## src/rtl/uart_pkg.sv

```systemverilog
// rtl/uart_pkg.sv - shared parser state encoding and default frame header
package uart_pkg;

  typedef enum logic [2:0] {
    ST_IDLE,
    ST_CMD,
    ST_LEN,
    ST_DATA,
    ST_CHK,
    ST_HOLD
  } parser_state_t;

  localparam logic [7:0] DEFAULT_HEADER = 8'hA5;

endpackage

```

## src/rtl/uart_payload_buf.sv

```systemverilog
// rtl/uart_payload_buf.sv - 16x8 payload store, synchronous write, asynchronous read
module uart_payload_buf (
  input  logic       clk,
  input  logic       we,
  input  logic [3:0] waddr,
  input  logic [7:0] wdata,
  input  logic [3:0] raddr,
  output logic [7:0] rdata
);

  // Contents are deliberately not reset; only frames that pass their checksum are exposed.
  logic [7:0] mem [16];

  always_ff @(posedge clk) begin
    if (we) begin
      mem[waddr] <= wdata;
    end
  end

  assign rdata = mem[raddr];

endmodule

```

## src/rtl/uart_cmd_parser.sv

```systemverilog
// rtl/uart_cmd_parser.sv - HEADER/CMD/LEN/payload/CHK frame parser with hold-until-ack handoff
module uart_cmd_parser
  import uart_pkg::*;
#(
  parameter int         CLK_FRE       = 50,
  parameter int         UART_RATE     = 115200,
  parameter logic [7:0] HEADER        = DEFAULT_HEADER,
  parameter int         TIMEOUT_BYTES = 4
) (
  input  logic       clk,
  input  logic       rst,
  input  logic       recv_en,
  input  logic [7:0] recv_data,
  output logic       frame_valid,
  output logic [7:0] frame_cmd,
  output logic [3:0] frame_len,
  input  logic [3:0] rd_addr,
  output logic [7:0] rd_data,
  input  logic       frame_ack,
  output logic       err_chk,
  output logic       err_timeout,
  output logic       err_ovr,
  output logic       busy
);

  localparam int CYC_PER_BIT = CLK_FRE * 1000000 / UART_RATE;
  localparam int TMO_LIMIT   = TIMEOUT_BYTES * 10 * CYC_PER_BIT;
  localparam int TW          = (TMO_LIMIT > 1) ? $clog2(TMO_LIMIT) : 1;

  parser_state_t state, state_next;

  logic [TW-1:0] tmo_cnt;
  logic [7:0]    sum_q;
  logic [3:0]    idx;
  logic          counting;
  logic          tmo_hit;
  logic          chk_ok;
  logic          buf_we;

  assign counting = (state == ST_CMD) || (state == ST_LEN) ||
                    (state == ST_DATA) || (state == ST_CHK);
  // A byte arriving on the expiry cycle wins over the timeout.
  assign tmo_hit  = counting && !recv_en && (tmo_cnt == TW'(TMO_LIMIT - 1));
  assign chk_ok   = (recv_data == sum_q);

  always_ff @(posedge clk or posedge rst) begin
    if (rst) begin
      state <= ST_IDLE;
    end else begin
      state <= state_next;
    end
  end

  always_comb begin
    state_next = state;
    if (tmo_hit) begin
      state_next = ST_IDLE;
    end else begin
      case (state)
        ST_IDLE: if (recv_en && recv_data == HEADER) state_next = ST_CMD;
        ST_CMD:  if (recv_en) state_next = ST_LEN;
        ST_LEN:  if (recv_en) state_next = (recv_data[3:0] == 4'd0) ? ST_CHK : ST_DATA;
        ST_DATA: if (recv_en && idx == frame_len - 4'd1) state_next = ST_CHK;
        ST_CHK:  if (recv_en) state_next = chk_ok ? ST_HOLD : ST_IDLE;
        ST_HOLD: if (frame_ack) state_next = ST_IDLE;
        default: state_next = ST_IDLE;
      endcase
    end
  end

  always_comb begin
    busy        = (state != ST_IDLE);
    frame_valid = (state == ST_HOLD);
    buf_we      = (state == ST_DATA) && recv_en;
  end

  always_ff @(posedge clk or posedge rst) begin
    if (rst) begin
      frame_cmd   <= 8'd0;
      frame_len   <= 4'd0;
      sum_q       <= 8'd0;
      idx         <= 4'd0;
      tmo_cnt     <= '0;
      err_chk     <= 1'b0;
      err_timeout <= 1'b0;
      err_ovr     <= 1'b0;
    end else begin
      err_chk     <= (state == ST_CHK) && recv_en && !chk_ok;
      err_timeout <= tmo_hit;
      err_ovr     <= (state == ST_HOLD) && recv_en;

      if (recv_en || !counting || tmo_hit) begin
        tmo_cnt <= '0;
      end else begin
        tmo_cnt <= tmo_cnt + TW'(1);
      end

      if (recv_en) begin
        case (state)
          ST_CMD: begin
            frame_cmd <= recv_data;
            sum_q     <= recv_data;
          end
          ST_LEN: begin
            frame_len <= recv_data[3:0];
            sum_q     <= sum_q + recv_data;
            idx       <= 4'd0;
          end
          ST_DATA: begin
            sum_q <= sum_q + recv_data;
            idx   <= idx + 4'd1;
          end
          default: ;
        endcase
      end
    end
  end

  uart_payload_buf u_buf (
    .clk   (clk),
    .we    (buf_we),
    .waddr (idx),
    .wdata (recv_data),
    .raddr (rd_addr),
    .rdata (rd_data)
  );

endmodule

```

## config.mk

```make
export PLATFORM = sky130hd
export DESIGN_NAME = uart_cmd_parser
export DESIGN_NICKNAME = d
export VERILOG_FILES = /design/src/rtl/uart_pkg.sv /design/src/rtl/uart_payload_buf.sv /design/src/rtl/uart_cmd_parser.sv
export SDC_FILE = /design/constraint.sdc
export NUM_CORES = 1
export LEC_CHECK = 0
export BUFFER_PORTS_ARGS = -buffer_cell sky130_fd_sc_hd__buf_2
export CORE_ASPECT_RATIO = 2
export CORE_UTILIZATION = 50
export CTS_BUF_LIST = sky130_fd_sc_hd__clkbuf_16
export DETAILED_ROUTE_END_ITERATION = 7
export PLACE_DENSITY = 0.69
export SLEW_MARGIN = 20
export SYNTH_ARGS = -nofsm -noshare
export SYNTH_HDL_FRONTEND = slang
export SYNTH_SLANG_ARGS = --single-unit
```

## constraint.sdc

```tcl
create_clock -name clk -period 2.2 [get_ports clk]
set_input_delay 0.11 -clock clk [delete_from_list [all_inputs] [get_ports clk]]
set_output_delay 0.11 -clock clk [all_outputs]
set_load 0.005 [all_outputs]
```

* Word-level counts from Yosys, hierarchy flattened
Memories as Yosys holds them, arrays and structs flattened. Index checks and enable logic that the tools add are counted.
Operators by class: shift operators 0, add/subtract/negate cells 4, multipliers 0, divide/modulo/power cells 0, bitwise operators 0, reductions and logical operators 27, multiplexer cells 15, equal/unequal tests 15, $lt $le $gt $ge 0
Operator list (number):
- $mux W3 | 9
- $pmux W3 S6 | 1
- $pmux W8 S2 | 1
- $add A15 B1 Y15 const B | 1
- $eq A15 B15 Y1 const B | 1
- $mux W15 | 1
- $ne A3 B3 Y1 const B | 5
- $add A8 B8 Y8 | 1
- $eq A8 B8 Y1 | 1
- $eq A8 B8 Y1 const B | 1
- $logic_and A1 B1 Y1 | 8
- $pmux W4 S2 | 1
- $reduce_and A2 Y1 | 4
- $eq A3 B2 Y1 const B | 2
- $eq A3 B3 Y1 const B | 2
- $reduce_and A6 Y1 | 1
- $logic_or A1 B1 Y1 | 5
- $add A4 B1 Y4 const B | 1
- $eq A4 B4 Y1 | 1
- $logic_not A4 Y1 | 1
- $reduce_bool A2 Y1 | 2
- $sub A4 B1 Y4 const B | 1
- $eq A3 B1 Y1 const B | 1
- $logic_not A1 Y1 | 3
- 5 further kinds | 6
Storage, ports and cells: word-level logic and storage cells 71, bits in latches 0, output and inout port bits 25, register bits 45, memory bits (read-only) 0, memories kept 1, memory bits (writable) 128
Memory list:
- u_buf.mem | depth 16, bits a word 8, read ports 1, clocked after Yosys merged registers in 0, write ports 1, line uart_payload_buf.sv:12 | logic [7:0] mem [16];

* Longest topological paths before layout
depth after elaboration 8, depth in mapped cells 9, depth with buffers taken out 9

* Hierarchy
From an unflattened synthesis, not the netlist that was laid out.
Second synthesis, totals: cell total of the unflattened synthesis 485, area total of the unflattened synthesis 7511.0 µm²
By module, submodules not included:
- uart_payload_buf | instances 1, area an instance 4987.3 µm², cells an instance 221
- uart_cmd_parser | instances 1, area an instance 2523.7 µm², cells an instance 264

* Worst setup path before layout
No wires, ideal clock.
path type reg-to-reg, from register sum_q[1], to register sum_q[7], clock period less this slack 1.910 ns, cell stages (with the launch flop) 8, data arrival time 1.816 ns, slack 0.290 ns, cell sequence dfrtp_1 > ha_1 > a21o_1 > and4_1 > a211oi_4 > a21oi_2 > a31o_1 > a211oi_1
Between the ends: word-level cells in the longest chain between the ends 2
Ends and longest elaborated chain:
- start, declared | line uart_cmd_parser.sv:33 | logic [7:0] sum_q;
- start signal, assigned | line uart_cmd_parser.sv:102 | sum_q <= recv_data;
- start signal, assigned | line uart_cmd_parser.sv:106 | sum_q <= sum_q + recv_data;
- start signal, assigned | line uart_cmd_parser.sv:110 | sum_q <= sum_q + recv_data;
- $add A8 B8 Y8 | line uart_cmd_parser.sv:106, uart_cmd_parser.sv:110
- $pmux W8 S2 | line uart_cmd_parser.sv:99 | case (state)
Every way passes these cells. A chain may end at the register's enable or synchronous reset.

* Worst setup path after layout
from memory u_buf.mem[5][2], to output rd_data[2]
Between the ends: word-level cells in the longest chain between the ends 1
Ends and longest elaborated chain:
- start, declared | line uart_payload_buf.sv:12
- $mem_v2 Z16 W8
- end, declared | line uart_cmd_parser.sv:18 | output logic [7:0] rd_data,
Every way passes these cells.

==> metrics.txt <==
status finished clean; Initial DRC Count about 330; area of all sequential standard cells 4970 µm²; Post-synth top flop edfxtp_1; largest net degree at the start of global routing 46; actual slew at the worst max-slew pin slightly below 0.6 ns; die area 15800 µm²; highest-delay cell along the critical path mux4_1; crit path max fanout 1; Setup TNS Final 0 ns; Slew Limit Fails 0; initial antenna violation count 0; asr flop ratio synth 0.260; Placer Congestion about 0.83; number of inserted diodes 0; slowest cell delay on critical path 0.59 ns; cell taking the most area after synthesis edfxtp_1; Final period util 0.969; Rows 63; I/O pins 41; Cells after Synth 470; area of the multi-input gates 2480 µm²; net count reported at finish 567; critical path class flip-flop to output port; Initial Util 0.512; H-tree lvl count 4; cts bufs inserted 17; Horiz. Die Dim ~89 µm; DRC Markers 0; slew margin rel. 0.614; global-route wire length before repair 24700 µm; number of library cell types mapped by synthesis 53; WP buf/inv 1; crit-path cells mux4_1, mux4_2, buf_2; Ys Warns 0; Sinks on Clock Net roughly 170; clk_skew between 0.007 and 0.008 ns; layout cells sized above 1 0.235; count of input and output buffers 40; final design utilization 0.589; peak supply drop 650 µV; DR vias/cell 5.67; Final Setup Violations 0; synthesis-stage register bit count 173; Worst Path Arrival 2.02 ns; TritonCTS clock tree built; Top Usage Layer GRT met2; ranking of synthesized cells by area edfxtp_1 50%, dfrtp_1 15%, mux4_1 8.3%; power density over the cells 1040 nW/µm²; CTS Buffer Depth 2; Tmin final 2.13 ns; hold crit path type input pin to flip-flop; LEAKAGE 3.35 nW; sequential area share after synthesis 0.651; Worst-path clk slew 0.06 ns; Worst-Skew Late Latency 0.43 ns; CP Capture Type output port; Fillers around 1100; total grt overflow 0; DP HPWL between 10000 and 15000 µm; M2 GR Usage 0.418; Routed wire per std cell between 20 and 25 µm; Core Region between 10000 and 15000 µm²; postcts setup bufs 0; Required @ worst endpoint 2.09 ns; Vias 4221; area share of the largest cell type after synthesis 0.503; Final Hold Violating Endpoints 0; number of flops mapped to enable cells by yosys 128; Die H 177 µm; met3 usage 0.0387; P&R area growth vs syn 14.8%; RSZ-0062 raised after global routing false; Mapped Avg Cell Area 16.2 µm²; CTS root buf clkbuf_16; Syn Nets 500; fmax 469 MHz; routing usage on met1 0.240; final wirelength 15700 µm; number of global-route vias before repair 4480; Crit path max-delay family multiplexers; Mapped Area 7630 µm²; Routed Antenna Nets 0; startpoint types flip-flop; Pre-antenna DRT Iters 5; all-layer global routing usage 0.223; Max Cap Violations 0
## cells in the mapped netlist, types with 9 or more instances
master	instances
o21ai_0	17
mux4_1	24
dfrtp_1	45
inv_1	13
and3_1	9
xor2_1	15
nor2_1	33
a21oi_1	9
xnor2_1	9
edfxtp_1	128
nand2_1	26
and2_1	18
mux2_2	9
ha_1	13
mux4_2	16
## worst reg2reg max path, stage by stage, from the launching register on
cell,delay [ns]
dfrtp_1,0.40
ha_1,0.30
a21o_1,0.20
and4_1,0.23
a211oi_4,0.30
a21oi_2,0.11
a31o_1,0.23
a211oi_1,0.21
## cell usage in the layout (no fill, tap or decap), types with 2 or more instances in the layout
cell type / n
xor2_1: 15
clkbuf_16: 17
and4_1: 4
inv_6: 3
bufinv_16: 3
o21ai_0: 17
o21ai_1: 4
a211oi_1: 2
nor3_1: 6
nor2_1: 33
clkinvlp_4: 2
dfrtp_1: 45
and2_1: 18
inv_1: 13
xnor2_1: 9
clkinv_4: 2
buf_2: 40
buf_4: 24
a31oi_1: 2
o21bai_1: 2
mux4_2: 17
a21oi_1: 9
mux2i_1: 5
a21o_1: 4
nor4_1: 2
ha_1: 13
buf_12: 2
clkinv_2: 3
mux2_2: 9
nand3_1: 7
edfxtp_1: 128
and3_1: 9
nor2b_1: 5
nand2_1: 26
nand4_1: 3
mux4_1: 23
nand2b_1: 3
## path summary, 6_finish.rpt
check	slack [ns]	from	to	depth (start not counted)
max in group asynchronous	1.42	rst	frame_cmd[5]	4
min	0.03	frame_ack	state[2]	4
max	0.07	u_buf.mem[5][2]	rd_data[2]	3
min reg2reg	0.50	sum_q[2]	sum_q[2]	2
max reg2reg	0.14	sum_q[1]	sum_q[7]	7
min in group asynchronous	0.38	rst	tmo_cnt[12]	4
## area by class of cell
type	instances	share of cell area
inverters	13	0.00557
clock buffers	17	0.0485
clock inverters	15	0.0195
well taps	195	0.0278
flip-flops and latches	173	0.567
multi-input cells	265	0.283
repair buffers	67	0.0491
## flip-flops by register name, summed over array words and instances, names as in the netlist
signal and flops:
err_chk 1, err_ovr 1, err_timeout 1, frame_cmd 8, frame_len 4, idx 4, state 3, sum_q 8
tmo_cnt 15, u_buf.mem 128
## what timing repair did
action,4_1_cts,5_1_grt
gates resized for setup,0,1
hold buffers,1,0
hold endpoints to repair,45,0
setup endpoints to repair,0,1
## through the flow
| step | hold WS (ns) | setup slack [ns] | total power, mW | std cells | cell area, µm² |
|---|---|---|---|---|---|
| floorplan | 0.209 | 0.290 | 5.50 | 470 | 7630 |
| global placement | 0.285 | 0.199 | 6.07 | 712 | 8170 |
| detailed placement | 0.292 | 0.132 | 6.16 | 712 | 8170 |
| CTS | 0.0220 | 0.0283 | 9.19 | 745 | 8770 |
| global route | 0.0533 | 0.0247 | 9.57 | 745 | 8770 |
| finish | 0.0282 | 0.0672 | 9.13 | 745 | 8770 |
## where the power goes
part / leakage, nW / internal (mW) / switching (mW)
sequential: 1.73 / 3.80 / 0.229
combinational: 1.33 / 0.949 / 1.13
clock: 0.293 / 1.78 / 1.24
## per-layer routing
metal / share of wire / vias up
met2: 0.59 / 105
met3: 0.030 / 19
li1: - / 1943
met1: 0.36 / 2154
met4: 0.017 / 0
met5: 0 / -
## kinds of logic after synthesis
group	share of synthesized area
AOI/OAI and AO/OA	0.0395
buffers and inverters	0.0239
muxes	0.150
adders and majority gates	0.0252
DFF	0.651
xor gates and xnor gates	0.0275
and+or+nand+nor	0.0833
Note: power is estimated with default switching activity, not from simulation.
